==> config.mk <==
export PLATFORM = sky130hd
export DESIGN_NAME = fp_normalize_pipe
export DESIGN_NICKNAME = d
export VERILOG_FILES = /design/src/rtl/fp_pkg.sv /design/src/rtl/fp_lzc.sv /design/src/rtl/fp_normalize_pipe.sv
export SDC_FILE = /design/constraint.sdc
export NUM_CORES = 1
export LEC_CHECK = 0
export CAP_MARGIN = 20
export CELL_PAD_IN_SITES_DETAIL_PLACEMENT = 1
export CELL_PAD_IN_SITES_GLOBAL_PLACEMENT = 1
export CORE_MARGIN = 2
export CORE_UTILIZATION = 39
export CTS_CLUSTER_DIAMETER = 200
export DETAILED_ROUTE_END_ITERATION = 7
export GPL_TIMING_DRIVEN = 0
export PLACE_DENSITY_LB_ADDON = 0.1
export SYNTH_ARGS = -nofsm -noshare
export SYNTH_HDL_FRONTEND = slang
export SYNTH_HIERARCHICAL = 1
export SYNTH_SLANG_ARGS = --single-unit
export TNS_END_PERCENT = 50
==> constraint.sdc <==
create_clock -name clk -period 6.24 [get_ports clk]
set_clock_uncertainty 0.15 [all_clocks]
set_input_delay 0.624 -clock clk [delete_from_list [all_inputs] [get_ports clk]]
set_output_delay 0.624 -clock clk [all_outputs]
set_load 0.01 [all_outputs]
==> src/rtl/fp_pkg.sv <==
// Shared types and IEEE-754 bit-pattern helpers for the floating-point adder datapath.
package fp_pkg;

    localparam int unsigned FP_MAX_W = 64;

    typedef enum logic [1:0] {
        RNE = 2'd0,
        RTZ = 2'd1,
        RUP = 2'd2,
        RDN = 2'd3
    } rnd_mode_e;

    typedef struct packed {
        logic invalid;
        logic overflow;
        logic underflow;
        logic inexact;
    } fp_flags_t;

    // Patterns are built at FP_MAX_W and truncated by the caller to 1+exp_w+man_w.
    function automatic logic [FP_MAX_W-1:0] fp_exp_ones(input int unsigned exp_w);
        return (FP_MAX_W'(1) << exp_w) - FP_MAX_W'(1);
    endfunction

    function automatic logic [FP_MAX_W-1:0] fp_qnan(input int unsigned exp_w,
                                                     input int unsigned man_w);
        return (fp_exp_ones(exp_w) << man_w) | (FP_MAX_W'(1) << (man_w - 1));
    endfunction

    function automatic logic [FP_MAX_W-1:0] fp_inf(input logic sign,
                                                    input int unsigned exp_w,
                                                    input int unsigned man_w);
        return (FP_MAX_W'(sign) << (exp_w + man_w)) | (fp_exp_ones(exp_w) << man_w);
    endfunction

    function automatic logic [FP_MAX_W-1:0] fp_max_finite(input logic sign,
                                                           input int unsigned exp_w,
                                                           input int unsigned man_w);
        return (FP_MAX_W'(sign) << (exp_w + man_w))
             | ((fp_exp_ones(exp_w) - FP_MAX_W'(1)) << man_w)
             | ((FP_MAX_W'(1) << man_w) - FP_MAX_W'(1));
    endfunction

endpackage

==> src/rtl/fp_lzc.sv <==
// Combinational leading-zero count; returns W for an all-zero input.
module fp_lzc #(
    parameter  int unsigned W  = 33,
    localparam int unsigned CW = $clog2(W + 1)
) (
    input  logic [W-1:0]  value,
    output logic [CW-1:0] count_c
);

    // Scan upward so the highest set bit is the last one to write the count.
    always_comb begin
        count_c = CW'(W);
        for (int unsigned i = 0; i < W; i++) begin
            if (value[i]) count_c = CW'(W - 1 - i);
        end
    end

endmodule

==> src/rtl/fp_normalize_pipe.sv <==
// Three-stage normalise/round/pack stage of the FP adder with valid/ready backpressure.
module fp_normalize_pipe
    import fp_pkg::*;
#(
    parameter  int unsigned EXP_W   = 8,
    parameter  int unsigned MAN_W   = 23,
    localparam int unsigned ALIGN_W = MAN_W + 9,
    localparam int unsigned FP_W    = 1 + EXP_W + MAN_W
) (
    input  logic               clk,
    input  logic               rst,
    input  logic               in_valid,
    output logic               in_ready,
    input  logic               in_sign,
    input  logic [EXP_W-1:0]   in_exp,
    input  logic               in_carry,
    input  logic [ALIGN_W-1:0] in_sum,
    input  logic [FP_W-1:0]    in_a,
    input  logic [FP_W-1:0]    in_b,
    input  logic               in_a_nan,
    input  logic               in_b_nan,
    input  logic               in_a_inf,
    input  logic               in_b_inf,
    input  logic               in_a_zero,
    input  logic               in_b_zero,
    input  logic [1:0]         in_rnd,
    output logic               out_valid,
    input  logic               out_ready,
    output logic [FP_W-1:0]    out_result,
    output logic [3:0]         out_flags
);

    localparam int unsigned V_W     = ALIGN_W + 1;
    localparam int unsigned LZ_W    = $clog2(V_W + 1);
    localparam int unsigned EW      = EXP_W + 2;
    localparam int unsigned EXP_MAX = (1 << EXP_W) - 1;

    typedef struct packed {
        logic               special;
        logic [FP_W-1:0]    spec_res;
        logic               spec_invalid;
        logic               sign;
        logic [EXP_W-1:0]   exp;
        logic               carry;
        logic [ALIGN_W-1:0] sum;
        logic [LZ_W-1:0]    lz;
        rnd_mode_e          rnd;
    } s1_t;

    typedef struct packed {
        logic               special;
        logic [FP_W-1:0]    spec_res;
        logic               spec_invalid;
        logic               sign;
        logic [EW-1:0]      e;
        logic [MAN_W-1:0]   field;
        logic               rcarry;
        logic               inexact;
        rnd_mode_e          rnd;
    } s2_t;

    s1_t s1_d, s1_q;
    s2_t s2_d, s2_q;
    logic s1_valid, s2_valid;
    logic ready2, ready3, s1_moves;
    logic [V_W-1:0]  v;
    logic [LZ_W-1:0] lz;
    logic [FP_W-1:0] res_d;
    fp_flags_t       flags_d;

    assign ready3   = ~out_valid | out_ready;
    assign ready2   = ~s2_valid | ready3;
    assign s1_moves = s1_valid & ready2;
    assign in_ready = ~rst & (~s1_valid | s1_moves);

    assign v = {in_carry, in_sum};

    fp_lzc #(.W(V_W)) u_lzc (
        .value   (v),
        .count_c (lz)
    );

    // S1: special-case resolution in priority order, plus leading-zero count
    always_comb begin
        logic sa, sb;
        rnd_mode_e rnd;
        sa   = in_a[FP_W-1];
        sb   = in_b[FP_W-1];
        rnd  = rnd_mode_e'(in_rnd);
        s1_d = '0;
        s1_d.sign    = in_sign;
        s1_d.exp     = in_exp;
        s1_d.carry   = in_carry;
        s1_d.sum     = in_sum;
        s1_d.lz      = lz;
        s1_d.rnd     = rnd;
        s1_d.special = 1'b1;
        if (in_a_nan) begin
            s1_d.spec_res = in_a;
        end else if (in_b_nan) begin
            s1_d.spec_res = in_b;
        end else if (in_a_inf && in_b_inf && (sa != sb)) begin
            s1_d.spec_res     = FP_W'(fp_qnan(EXP_W, MAN_W));
            s1_d.spec_invalid = 1'b1;
        end else if (in_a_inf) begin
            s1_d.spec_res = in_a;
        end else if (in_b_inf) begin
            s1_d.spec_res = in_b;
        end else if (in_a_zero && in_b_zero) begin
            s1_d.spec_res = (sa == sb) ? in_a : {(rnd == RDN), {(FP_W-1){1'b0}}};
        end else if (in_a_zero) begin
            s1_d.spec_res = in_b;
        end else if (in_b_zero) begin
            s1_d.spec_res = in_a;
        end else if (v == '0) begin
            s1_d.spec_res = {(rnd == RDN), {(FP_W-1){1'b0}}};
        end else begin
            s1_d.special = 1'b0;
        end
    end

    // S2: normalising shift (hidden bit dropped), rounding increment, base exponent
    always_comb begin
        logic [LZ_W-1:0]    shamt;
        logic [ALIGN_W-2:0] norm;
        logic               shout, g, r, st, lsb, inc;
        logic [MAN_W:0]     mant;
        shamt = (s1_q.lz == '0) ? '0 : s1_q.lz - LZ_W'(1);
        if (s1_q.lz == '0) begin
            norm  = s1_q.sum[ALIGN_W-1:1];
            shout = s1_q.sum[0];
        end else begin
            norm  = (ALIGN_W-1)'(s1_q.sum << shamt);
            shout = 1'b0;
        end
        g   = norm[7];
        r   = norm[6];
        st  = (|norm[5:0]) | shout;
        lsb = norm[8];
        inc = 1'b0;
        case (s1_q.rnd)
            RNE:     inc = g & (r | st | lsb);
            RUP:     inc = ~s1_q.sign & (g | r | st);
            RDN:     inc = s1_q.sign & (g | r | st);
            default: inc = 1'b0;
        endcase
        mant = {1'b0, norm[ALIGN_W-2:8]} + (MAN_W+1)'(inc);
        s2_d = '0;
        s2_d.special      = s1_q.special;
        s2_d.spec_res     = s1_q.spec_res;
        s2_d.spec_invalid = s1_q.spec_invalid;
        s2_d.sign         = s1_q.sign;
        s2_d.e            = EW'(s1_q.exp) + EW'(s1_q.carry) - EW'(shamt);
        s2_d.field        = mant[MAN_W-1:0];
        s2_d.rcarry       = mant[MAN_W];
        s2_d.inexact      = g | r | st;
        s2_d.rnd          = s1_q.rnd;
    end

    // S3: round-carry exponent bump, overflow/underflow handling, pack
    always_comb begin
        logic [EW-1:0] e_adj;
        logic ovf, unf, to_inf;
        e_adj  = s2_q.e + EW'(s2_q.rcarry);
        ovf    = ~e_adj[EW-1] & (e_adj >= EW'(EXP_MAX));
        unf    = e_adj[EW-1] | (e_adj == '0);
        to_inf = (s2_q.rnd == RNE) | ((s2_q.rnd == RUP) & ~s2_q.sign)
               | ((s2_q.rnd == RDN) & s2_q.sign);
        res_d   = '0;
        flags_d = '0;
        if (s2_q.special) begin
            res_d           = s2_q.spec_res;
            flags_d.invalid = s2_q.spec_invalid;
        end else if (ovf) begin
            flags_d.overflow = 1'b1;
            flags_d.inexact  = 1'b1;
            res_d = to_inf ? FP_W'(fp_inf(s2_q.sign, EXP_W, MAN_W))
                           : FP_W'(fp_max_finite(s2_q.sign, EXP_W, MAN_W));
        end else if (unf) begin
            flags_d.underflow = 1'b1;
            flags_d.inexact   = 1'b1;
            res_d = {s2_q.sign, {(FP_W-1){1'b0}}};
        end else begin
            res_d           = {s2_q.sign, e_adj[EXP_W-1:0], s2_q.field};
            flags_d.inexact = s2_q.inexact;
        end
    end

    // Each stage loads when empty or when its current beat moves on
    always_ff @(posedge clk or posedge rst) begin
        if (rst) begin
            s1_valid   <= 1'b0;
            s2_valid   <= 1'b0;
            out_valid  <= 1'b0;
            s1_q       <= '0;
            s2_q       <= '0;
            out_result <= '0;
            out_flags  <= '0;
        end else begin
            if (in_ready) begin
                s1_valid <= in_valid;
                if (in_valid) s1_q <= s1_d;
            end
            if (ready2) begin
                s2_valid <= s1_valid;
                if (s1_valid) s2_q <= s2_d;
            end
            if (ready3) begin
                out_valid <= s2_valid;
                if (s2_valid) begin
                    out_result <= res_d;
                    out_flags  <= flags_d;
                end
            end
        end
    end

endmodule
==> impl_metrics.yaml <==
final_layout:
  area_growth_pct: 21.75
  post_route_cells_drive_above_1_share_pct: 8.265
  fin_nets: 1844
  antennaDiodeCount: 0
  utilization_pct: 47.94
placed_design:
  gp_congestion: 0.9838
  io_buffers: 151
  place_ws_ns: -0.4837
  hpwl_um: 38960
synth:
  synth.avg_cell_area_um2: 8.309
  netlist_top_cells_count: "306 x nand2_1, 195 x dfrtp_1, 101 x a21oi_1"
  syn_inst: 1534
  ys_top_cells_by_area: "dfrtp_1 38%, nand2_1 9.0%, mux2_2 5.2%, a21oi_1 4.0%, o21ai_0 3.8%"
  yosysMostFrequentCell: "nand2_1"
  synth-edff-count: 0
  netlist_area_um2: 12750
  ys_seq_elements: 195
  synth_top_area_share_pct: 38.28
  synth_top_area_cell: "dfrtp_1"
  synth.distinct_cells: 85
  syn_nets: 1673
  synth_ff_type: "dfrtp_1"
  async_flop_share_pct: 100.0
  yosysSeqAreaShare_pct: 38.28
  synth_warnings: 6
detailed_routing:
  wl_met1_um: 23360
  drt_iter0_markers: 879
  drc: 0
  route.final.wire_length_um: 49870
  first_pass_iters: 5
  dr_wl_met3_um: 3108
  top_layer_used: "met4"
  wl_met2_um: 22110
  ant_nets: 0
  vias: 12750
  routed_via_density: 5.901
  routedWlPerCell_um: 23.09
worst_setup_path:
  ff2ff_path_depth: 19
  critical_path_class: "reg2reg"
  path_buf_inv: 3
  worstSetupStartpointType: "register"
  r2r_end: "s2_q[16]"
  path_delay_family: "compound AO/OA/AOI/OAI gates"
  crit_top_cell: "ha_1"
  r2r_slack_ns: 0.18
  endpoint_kind: "register"
  worstReg2RegStart: "s1_q[2]"
  path_max_fanout: 11
  required_ns: 6.42
  arrival_ns: 6.24
  max_stage_delay_ns: 1.22
  worst-path-stages: 19
  crit_end: "s2_q[16]"
  path_cells: "inv_1 > clkbuf_2 > ha_1 > nor2b_1 > clkbuf_1 > nand2_1 > a221oi_1 > nand4_1 > o22ai_1 > a21oi_1 > nor2_1 > a211oi_1 > ha_1 > ha_1 > nor3b_4 > nand3_2 > nand3b_1 > xor2_1 > o21ai_1"
  cp_slowest_cell: "a221oi_1"
  cp-startpoint: "s1_q[2]"
clocking:
  cts_max_level: 4
  max-clock-path-buffers: 2
  clkTransAtPathRegs_ns: 0.09
  numCtsBuffers: 17
  postCtsHoldBufs: 0
  tritoncts: "built"
  clock-sinks: 195
  cts_setup_buffers: 0
  insertion_delay_ns: 0.46
  root_buffer: "clkbuf_16"
sta:
  finalSetupViolCount: 0
  tns_ns: 0
  report.final.slew_viol_count: 0
  slew_headroom_pct: 10.48
  fin_crit_ns: 6.059
  rsz0062_at_grt: "no"
  period_share_pct: 97.10
  worst_slack_ns: 0.1812
  hold_viol: 0
  fmax_mhz: 165.0
  tightestPinTransition_ns: 1.343
floorplanning:
  die_width_um: 184.8
  dieArea_um2: 34140
  start_util_pct: 39.37
  die_h_um: 184.8
  core_um2: 32370
  num_io_pins: 156
  rows: 66
run_status:
  status: "complete, no violations"
power_and_ir_drop:
  power_density_nw_per_um2: 391.5
  leakagePower_nw: 6.383
  max-vdd-ir-drop_mv: 0.2281
run:
  drv_cap: 0
global_routing:
  grt_max_degree: 125
  grt_pass1_wl_um: 76730
  grt_usage_pct: 29.79
  grt-ovfl-total: 0
  antenna_found_initial: 0
  grt_pass1_vias: 12910
min_path:
  worstHoldPathType: "reg2reg"
  min_path_cells: 2
-- cells by family after synthesis --
logic type               Yosys count  synth area share [%]
AO/OA/AOI/OAI                    435                 21.81
AND/OR/NAND/NOR                  606                 22.55
XOR/XNOR                          40                 2.749
buffers and inverters            144                 4.457
adder cells (fa/ha/maj)           21                 2.120
flip-flops                       195                 38.28
multiplexers                      93                 8.030
-- area by class of cell --
type                    count  area (um2)
flip-flops and latches    195        4881
inverters                  33       131.4
repair buffers            154        1549
fillers                  3911       16850
well taps                 442       553.0
multi-input cells        1195        7342
clock buffers              17       425.4
plain buffers             109       440.4
clock inverters            15       196.4
-- worst register-to-register path, delay by kind of cell (launching register included) --
family / cells / cell delay (ns)
xor+xnor: 1 / 0.18
buf+inv: 3 / 0.88
simple gates: 7 / 1.52
flops: 1 / 0.49
compound gates: 5 / 1.88
fa+ha+maj: 3 / 0.83
-- stage by stage --
step	power, mW	hold WS [ns]	instances	instance area, um2
5_1_grt	6.460	0.3469	2160	15520
6_report	6.075	0.3211	2160	15520
3_3_place_gp	4.808	0.2977	2127	14810
4_1_cts	6.050	0.3273	2160	15490
3_5_place_dp	4.870	0.3102	2129	14860
2_1_floorplan	3.670	0.2831	1534	12750
-- metal layers --
metal | vias up | track usage [%]
met5 | - | 0
met4 | 0 | 9.175
met3 | 75 | 5.977
met2 | 397 | 46.19
met1 | 6390 | 41.85
li1 | 5885 | -
-- sequential cells by signal (all words and copies together) (netlist names) --
signal and flops:
s1_q 84, s2_q 72, out_result 32, out_flags 4
out_valid 1, s1_valid 1, s2_valid 1
-- repair_timing --
action / in CTS / in global routing
endpoints found under the setup margin: 13 / 17
resized for setup: 4 / 7
gates cloned: 0 / 0
-- how the worst min path moves through the flow --
stage,slack (ns),start,endpoint
finish,0.32,s1_q[61],s2_q[49]
global route,0.35,s1_q[54],s2_q[42]
CTS,0.33,s1_q[61],s2_q[49]
detailed placement,0.31,s1_q[54],s2_q[42]
global placement,0.30,s1_q[82],s2_q[70]
floorplan,0.28,s1_q[82],s2_q[70]
-- power breakdown --
group          internal, mW  total, mW  leakage [nW]  switching, mW
Combinational          1.11       2.94          3.65           1.83
Clock                 0.554       1.15         0.302          0.601
Sequential             1.63       1.98          2.43          0.343
-- layout by cell type, fill, tap and decap left out, types with 26 or more instances in the layout --
| cell type | count |
|---|---|
| nor2_1 | 86 |
| clkbuf_1 | 80 |
| nand3_1 | 26 |
| nand2_1 | 306 |
| nor2b_1 | 32 |
| o22ai_1 | 39 |
| clkdlybuf4s50_1 | 151 |
| mux2i_1 | 28 |
| mux2_2 | 59 |
| inv_1 | 28 |
| dfrtp_1 | 194 |
| o21ai_0 | 96 |
| nor3_1 | 31 |
| a21oi_1 | 101 |
| o31ai_1 | 38 |
Note: power is estimated with default switching activity, not from simulation.
